===== src/rtl/legv8_pkg.sv =====
// rtl/legv8_pkg.sv - shared LEGv8 pipeline constants
// Purpose: datapath width defaults, ALU operation codes and forwarding
// select codes shared by the EX stage and its ALU.
// Ports: none (package).
package legv8_pkg;

  localparam int LEGV8_DW = 64;
  localparam int LEGV8_RW = 5;

  localparam logic [3:0] ALU_AND   = 4'b0000;
  localparam logic [3:0] ALU_OR    = 4'b0001;
  localparam logic [3:0] ALU_ADD   = 4'b0010;
  localparam logic [3:0] ALU_SUB   = 4'b0110;
  localparam logic [3:0] ALU_PASSB = 4'b0111;
  localparam logic [3:0] ALU_NOR   = 4'b1100;

  localparam logic [1:0] FWD_REG = 2'b00;
  localparam logic [1:0] FWD_MEM = 2'b10;
  localparam logic [1:0] FWD_WB  = 2'b01;

endpackage


===== src/rtl/alu64.sv =====
// rtl/alu64.sv - combinational LEGv8 ALU
// Purpose: computes a (ctl) b truncated to DW bits and the zero flag.
// Ports:
//   a, b   in  DW  operands
//   ctl    in  4   operation code (ALU_* in legv8_pkg)
//   result out DW  operation result, 0 for unknown codes
//   zero   out 1   result == 0
module alu64
  import legv8_pkg::*;
#(
  parameter int DW = LEGV8_DW
) (
  input  logic [DW-1:0] a,
  input  logic [DW-1:0] b,
  input  logic [3:0]    ctl,
  output logic [DW-1:0] result,
  output logic          zero
);

  always_comb begin
    result = '0;
    case (ctl)
      ALU_AND:   result = a & b;
      ALU_OR:    result = a | b;
      ALU_ADD:   result = a + b;
      ALU_SUB:   result = a - b;
      ALU_PASSB: result = b;
      ALU_NOR:   result = ~(a | b);
      default:   result = '0;
    endcase
  end

  assign zero = (result == '0);

endmodule


===== src/rtl/execute_stage.sv =====
// rtl/execute_stage.sv - LEGv8 EX stage with EX/MEM pipeline register
// Purpose: operand forwarding, ALU operand select, ALU, branch target adder
// and the EX/MEM register feeding the Memory stage.
// Ports:
//   clk, resetl                 clock / async active-low reset
//   stall, flush                hold / bubble the EX/MEM register
//   *_EX control bits, ALUSrc_EX, ALUCtl_EX, RD_EX, PC_EX,
//   RegOutA_EX, RegOutB_EX, SignExtImm_EX   ID/EX inputs
//   ForwardA, ForwardB, ALUout_fwd, WBdata_fwd  forwarding controls/sources
//   *_MEM                       registered outputs to the Memory stage
module execute_stage
  import legv8_pkg::*;
#(
  parameter int DW = LEGV8_DW,
  parameter int RW = LEGV8_RW
) (
  input  logic          clk,
  input  logic          resetl,
  input  logic          stall,
  input  logic          flush,
  input  logic          RegWrite_EX,
  input  logic          Branch_EX,
  input  logic          Uncondbranch_EX,
  input  logic          MemRead_EX,
  input  logic          MemWrite_EX,
  input  logic          Mem2Reg_EX,
  input  logic          ALUSrc_EX,
  input  logic [3:0]    ALUCtl_EX,
  input  logic [RW-1:0] RD_EX,
  input  logic [DW-1:0] PC_EX,
  input  logic [DW-1:0] RegOutA_EX,
  input  logic [DW-1:0] RegOutB_EX,
  input  logic [DW-1:0] SignExtImm_EX,
  input  logic [1:0]    ForwardA,
  input  logic [1:0]    ForwardB,
  input  logic [DW-1:0] ALUout_fwd,
  input  logic [DW-1:0] WBdata_fwd,
  output logic          RegWrite_MEM,
  output logic          Branch_MEM,
  output logic          Uncondbranch_MEM,
  output logic          MemRead_MEM,
  output logic          MemWrite_MEM,
  output logic          Mem2Reg_MEM,
  output logic          ALUzero_MEM,
  output logic [RW-1:0] RD_MEM,
  output logic [DW-1:0] ALUout_MEM,
  output logic [DW-1:0] RegOutB_MEM,
  output logic [DW-1:0] PCtarget_MEM
);

  logic [DW-1:0] fwd_a;
  logic [DW-1:0] fwd_b;
  logic [DW-1:0] op_b;
  logic [DW-1:0] alu_result;
  logic          alu_zero;
  logic [DW-1:0] pc_target;

  // Select 11 is unused by the hazard unit and falls back to the register value.
  always_comb begin
    fwd_a = RegOutA_EX;
    case (ForwardA)
      FWD_MEM: fwd_a = ALUout_fwd;
      FWD_WB:  fwd_a = WBdata_fwd;
      default: fwd_a = RegOutA_EX;
    endcase
  end

  always_comb begin
    fwd_b = RegOutB_EX;
    case (ForwardB)
      FWD_MEM: fwd_b = ALUout_fwd;
      FWD_WB:  fwd_b = WBdata_fwd;
      default: fwd_b = RegOutB_EX;
    endcase
  end

  // Store data is the forwarded B, taken before the immediate mux.
  assign op_b      = ALUSrc_EX ? SignExtImm_EX : fwd_b;
  assign pc_target = PC_EX + (SignExtImm_EX << 2);

  alu64 #(.DW(DW)) u_alu (
    .a      (fwd_a),
    .b      (op_b),
    .ctl    (ALUCtl_EX),
    .result (alu_result),
    .zero   (alu_zero)
  );

  always_ff @(posedge clk or negedge resetl) begin
    if (!resetl) begin
      RegWrite_MEM     <= 1'b0;
      Branch_MEM       <= 1'b0;
      Uncondbranch_MEM <= 1'b0;
      MemRead_MEM      <= 1'b0;
      MemWrite_MEM     <= 1'b0;
      Mem2Reg_MEM      <= 1'b0;
      ALUzero_MEM      <= 1'b0;
      RD_MEM           <= '0;
      ALUout_MEM       <= '0;
      RegOutB_MEM      <= '0;
      PCtarget_MEM     <= '0;
    end else if (flush || !stall) begin
      // A bubble clears every control bit and RD so nothing downstream
      // writes memory or the register file; data fields load regardless.
      RegWrite_MEM     <= flush ? 1'b0 : RegWrite_EX;
      Branch_MEM       <= flush ? 1'b0 : Branch_EX;
      Uncondbranch_MEM <= flush ? 1'b0 : Uncondbranch_EX;
      MemRead_MEM      <= flush ? 1'b0 : MemRead_EX;
      MemWrite_MEM     <= flush ? 1'b0 : MemWrite_EX;
      Mem2Reg_MEM      <= flush ? 1'b0 : Mem2Reg_EX;
      RD_MEM           <= flush ? '0 : RD_EX;
      ALUzero_MEM      <= alu_zero;
      ALUout_MEM       <= alu_result;
      RegOutB_MEM      <= fwd_b;
      PCtarget_MEM     <= pc_target;
    end
  end

endmodule


===== config.mk =====
export PLATFORM = sky130hd
export DESIGN_NAME = execute_stage
export DESIGN_NICKNAME = d
export VERILOG_FILES = /design/src/rtl/legv8_pkg.sv /design/src/rtl/alu64.sv /design/src/rtl/execute_stage.sv
export SDC_FILE = /design/constraint.sdc
export NUM_CORES = 1
export LEC_CHECK = 0
export BUFFER_PORTS_ARGS = -buffer_cell sky130_fd_sc_hd__buf_2
export CAP_MARGIN = 20
export CORE_AREA = 2 2 236 238
export CTS_CLUSTER_SIZE = 30
export DETAILED_ROUTE_END_ITERATION = 16
export DIE_AREA = 0 0 238 240
export GPL_TIMING_DRIVEN = 0
export HOLD_SLACK_MARGIN = 0.1
export PLACE_DENSITY = 0.68
export SETUP_SLACK_MARGIN = 0.4
export SYNTH_ARGS = -nofsm -noshare
export SYNTH_HDL_FRONTEND = slang
export SYNTH_SLANG_ARGS = --single-unit

===== constraint.sdc =====
create_clock -name clk -period 0.9 [get_ports clk]
set_clock_uncertainty 0.2 [all_clocks]
set_input_delay 0.045 -clock clk [delete_from_list [all_inputs] [get_ports clk]]
set_output_delay 0.045 -clock clk [all_outputs]
set_load 0.02 [all_outputs]

==> results summary <==
The number of standard-cell rows in the floorplan came out at 86. The max-capacitance violation count is 0. The share of synthesized flip-flops with an asynchronous set or reset came out at 100%. The net count reported at finish is 4487. The pre-CTS setup slack came out at -7.99 ns. For this run, the leading register cell type out of synthesis is dfrtp_1. The count of final setup violators came out at 405. The clock transition at the registers of the reported paths came out at 0.06 ns.

The maximum number of buffers from clock root to sink came out at 3. In this run, the number of DRC markers left after iteration 0 of detailed routing was 3860. IR analysis of the VDD net gives a maximum drop of 2.46 mV. In the final routed layout, each cell accounts on average for 31.6 microns. The die span in x came out at 238 microns.

In this run, synthesis produced a sequential element count of 204. Of the available clock period, the critical path in the final layout requires 736%. Yosys mapped the design onto 87 distinct sky130hd cell types. The CTS sink count is 204.

The static leakage power is 14.9 nW. The delay of the slowest cell on the worst path is 0.54 ns. The final reports fail on hold timing, setup timing.

The minimum clock period is 6.62 ns. In this run the worst path has a maximum fanout of 6. The critical path launch point type is a primary input.

On the final layout, the worst hold slack is -0.823 ns. The sum of net half-perimeters after detailed placement is 120 mm. The DRC violation count after routing is 0. In this run switching power makes up 46.6% of total power.

TritonCTS built the clock tree. The critical path is of the primary input to register type. The remaining max-slew budget at the tightest pin came out at 0.331%. In this run the clock root is driven by a clkbuf_16.

The post-detailed-route count of antenna-violating nets is 0. The total CTS buffers is 26. The layout filler cell count is 5249. In this run the power spent charging and discharging nets is 0.0257 W.

The area growth from synthesis to layout is 45.3%. Overall power consumption after layout is estimated at 0.0551 W. The initial antenna violation count is 40.

For this design, the slowest cell found on the critical path is a22oi_2. The proportion of netlist area held by the largest area contributor came out at 22.5%. The endpoint kind of the worst setup timing path is a register. The cell that appears most often on the critical path is buf_6. The initial utilization of the core area, before any placement, comes to 41.6%. The via count of the first global-routing pass was 29400. dfrtp_1 takes more of the synthesized area than any other cell.

The total overflow left after global routing is 0. The core box area is 0.0547 sq mm. For this run, the number of Yosys warnings is 0.

In this run the power density over the cells is 1670 mW/mm^2. The number of vias in the routed layout is 31100. In the final layout, the share of cells above drive strength 1 is 36.2%. The final hold violation count is 279.

The number of detailed-routing iterations run before antenna repair came out at 6. When the netlist entered floorplanning its net count stood at 3671. The flow ran to the end, but the final reports show violations.

The maximum clock rate came out at 0.151 GHz. The total count of max-transition violations in the final report is 0. In this run the tool buffered the top-level ports with 608 buffer cells. The total detailed-routing wirelength came out at 148 mm. The required time of the critical path came out at 1.22 ns. The combined global-route utilization of all metal layers came out at 49.7%. The final weighted congestion in routability-driven placement came out at 1.12. The slew at the pin closest to its max-slew limit is 1.50 ns. The final standard cell count with taps included and fillers excluded came out at 4686. In this run the worst hold path is classified as primary input to asynchronous set/reset pin.

The largest net degree at the start of global routing came out at 71. The worst-skew pair later-pin latency came out at 0.60 ns. The floorplan die area came out at 0.0571 sq mm. The power share of the combinational group is 58.3%. The I/O pin count came out at 612. The die extent in y is 240 microns. Per report_power, the sequential group accounts for 20.9% of the total. The count of flip-flops with a built-in enable after synthesis came out at 0. The combined area of all synthesized cells is 0.0227 sq mm.

The gate count of the mapped netlist came out at 3115. The post-synthesis average cell area is 7.30 sq um. The number of H-tree levels came out at 1. In the post-synthesis netlist, the biggest area contributors are dfrtp_1 (22%), ha_1 (8.0%), nand2_1 (7.4%), o21ai_0 (6.0%), a21oi_1 (5.8%). The first-pass GRT wire length came out at 204 mm. The internal power consumption is 0.0294 W. Data on the critical path arrives at its endpoint at 6.94 ns. The part of the power in the clock network is 20.8%.

The final worst setup slack is -5.72 ns. The proportion of synthesized chip area in sequential cells is 22.5%. Setup repair after global routing could not meet its margin everywhere.

In this run, placement finished with an instance count of 4431. After detailed routing, the number of vias per cell comes to 6.65.
-- layout make-up --
cell class	instances	area [sq um]	area share (%)
Multi-Input combinational cell	2636	19600	59.3
Sequential cell	204	5100	15.4
Timing Repair Buffer	788	4640	14.0
Buffer	203	1540	4.66
Tap cell	704	881	2.67
Clock buffer	33	727	2.20
Inverter	72	292	0.882
Clock inverter	14	190	0.576
Antenna cell	32	80.1	0.242
-- final timing paths --
path                            startpoint               to  slack [ns]  cells after the start
setup / recovery               ForwardB[1]      ALUzero_MEM       -5.72                     30
hold / removal                      resetl    ALUout_MEM[5]       -0.82                      1
setup reg to reg           RegOutB_MEM[43]  RegOutB_MEM[43]       -0.11                      1
hold reg to reg            RegOutB_MEM[46]  RegOutB_MEM[46]        0.26                      2
max in group asynchronous           resetl      MemRead_MEM        0.16                      3
min in group clk                  PC_EX[0]  PCtarget_MEM[0]       -0.54                      3
-- registers in the layout, summed over array words and instances, names as in the netlist --
signal            count
Mem2Reg_MEM           1
Branch_MEM            1
PCtarget_MEM         64
RD_MEM                5
MemRead_MEM           1
Uncondbranch_MEM      1
RegWrite_MEM          1
MemWrite_MEM          1
RegOutB_MEM          64
ALUzero_MEM           1
ALUout_MEM           64
-- kinds of logic after synthesis --
family                     Yosys count  share of synthesized area, %
AOI/OAI and AO/OA                 1135                          32.5
adders and majority gates          196                          10.3
xor gates and xnor gates           143                          5.51
DFF                                204                          22.5
buffers and inverters              275                          4.85
muxes                               39                          1.80
and+or+nand+nor                   1123                          22.5
-- power by group through the flow --
stage          Combinational (W)  Sequential [W]  Clock (W)
2_1_floorplan             0.0141          0.0134          0
3_3_place_gp              0.0254          0.0116          0
3_5_place_dp              0.0254          0.0116          0
4_1_cts                   0.0287          0.0115     0.0113
5_1_grt                   0.0335          0.0116     0.0118
6_report                  0.0321          0.0115     0.0114
-- per-stage QoR --
| step | instance area [sq um] | setup TNS [ns] | hold WS (ns) | utilization (%) |
|---|---|---|---|---|
| floorplan | 24000 | -348.75 | -0.451 | - |
| global placement | 28000 | -1441.22 | 0.0563 | 51.2 |
| detailed placement | 28100 | -650.98 | -0.176 | 51.3 |
| CTS | 31500 | -476.82 | -0.788 | 57.7 |
| global route | 33000 | -503.43 | -0.761 | 60.4 |
| finish | 33000 | -488.95 | -0.823 | 60.4 |
-- synthesized netlist by cell type, drive strengths merged (28+ instances only) --
cell / instances
nand4: 43
maj3: 48
o21a: 38
nor2: 298
nand2: 447
o21ai: 292
a22oi: 93
a211oi: 32
nand2b: 28
nand3: 51
or3: 28
a21oi: 264
a221oi: 49
buf: 57
o31ai: 65
clkbuf: 146
inv: 72
ha: 146
xnor2: 78
a31oi: 40
dfrtp: 204
nor3: 79
a21o: 73
xor2: 65
a221o: 31
nor2b: 37
-- critical path: cells and delay by family --
| kind | cells | cell delay (ns) |
|---|---|---|
| adders and majority gates | 2 | 0.31 |
| AOI/OAI and AO/OA | 11 | 2.76 |
| buffers and inverters | 8 | 0.96 |
| xor gates and xnor gates | 1 | 0.10 |
| and+or+nand+nor | 8 | 2.72 |
-- layer usage --
layer	global-route usage (%)	vias to the layer above	routed length (microns)
li1	-	13200	-
met1	56.9	14800	51700
met2	74.8	2370	61900
met3	17.3	734	18900
met4	41.5	16	15200
met5	0	-	85
-- placed cells by master, fill, tap and decap left out, types with 25 or more instances in the layout --
cell type | synthesis | routed
o21ai_2 | 0 | 40
buf_6 | 2 | 45
o21a_1 | 38 | 29
or3_1 | 28 | 25
a21o_1 | 73 | 71
xnor2_1 | 78 | 55
diode_2 | 0 | 32
nor3_1 | 78 | 68
nand2b_1 | 28 | 25
xor2_1 | 65 | 53
nor2b_1 | 37 | 35
o31ai_1 | 65 | 54
inv_1 | 71 | 64
dfrtp_1 | 204 | 204
clkbuf_16 | 0 | 30
a21oi_2 | 0 | 67
buf_2 | 27 | 616
ha_1 | 146 | 104
a31oi_1 | 40 | 25
ha_4 | 0 | 39
nor2_1 | 298 | 275
clkbuf_1 | 146 | 81
a221o_1 | 31 | 29
maj3_1 | 48 | 48
buf_4 | 6 | 152
nand4_1 | 43 | 43
a22oi_1 | 93 | 82
clkbuf_8 | 0 | 30
a21oi_1 | 264 | 185
nand3_1 | 50 | 44
nand2_1 | 446 | 422
o21ai_1 | 18 | 60
o21ai_0 | 274 | 187
-- what timing repair did --
item | in CTS | in global routing
resized for setup | 388 | 210
setup endpoints to repair | 477 | 521
pin swaps | 132 | 123
cloned | 0 | 0
endpoints found under the hold margin | 293 | 279
setup buffers | 108 | 60
Note: power is estimated with default switching activity, not from simulation.
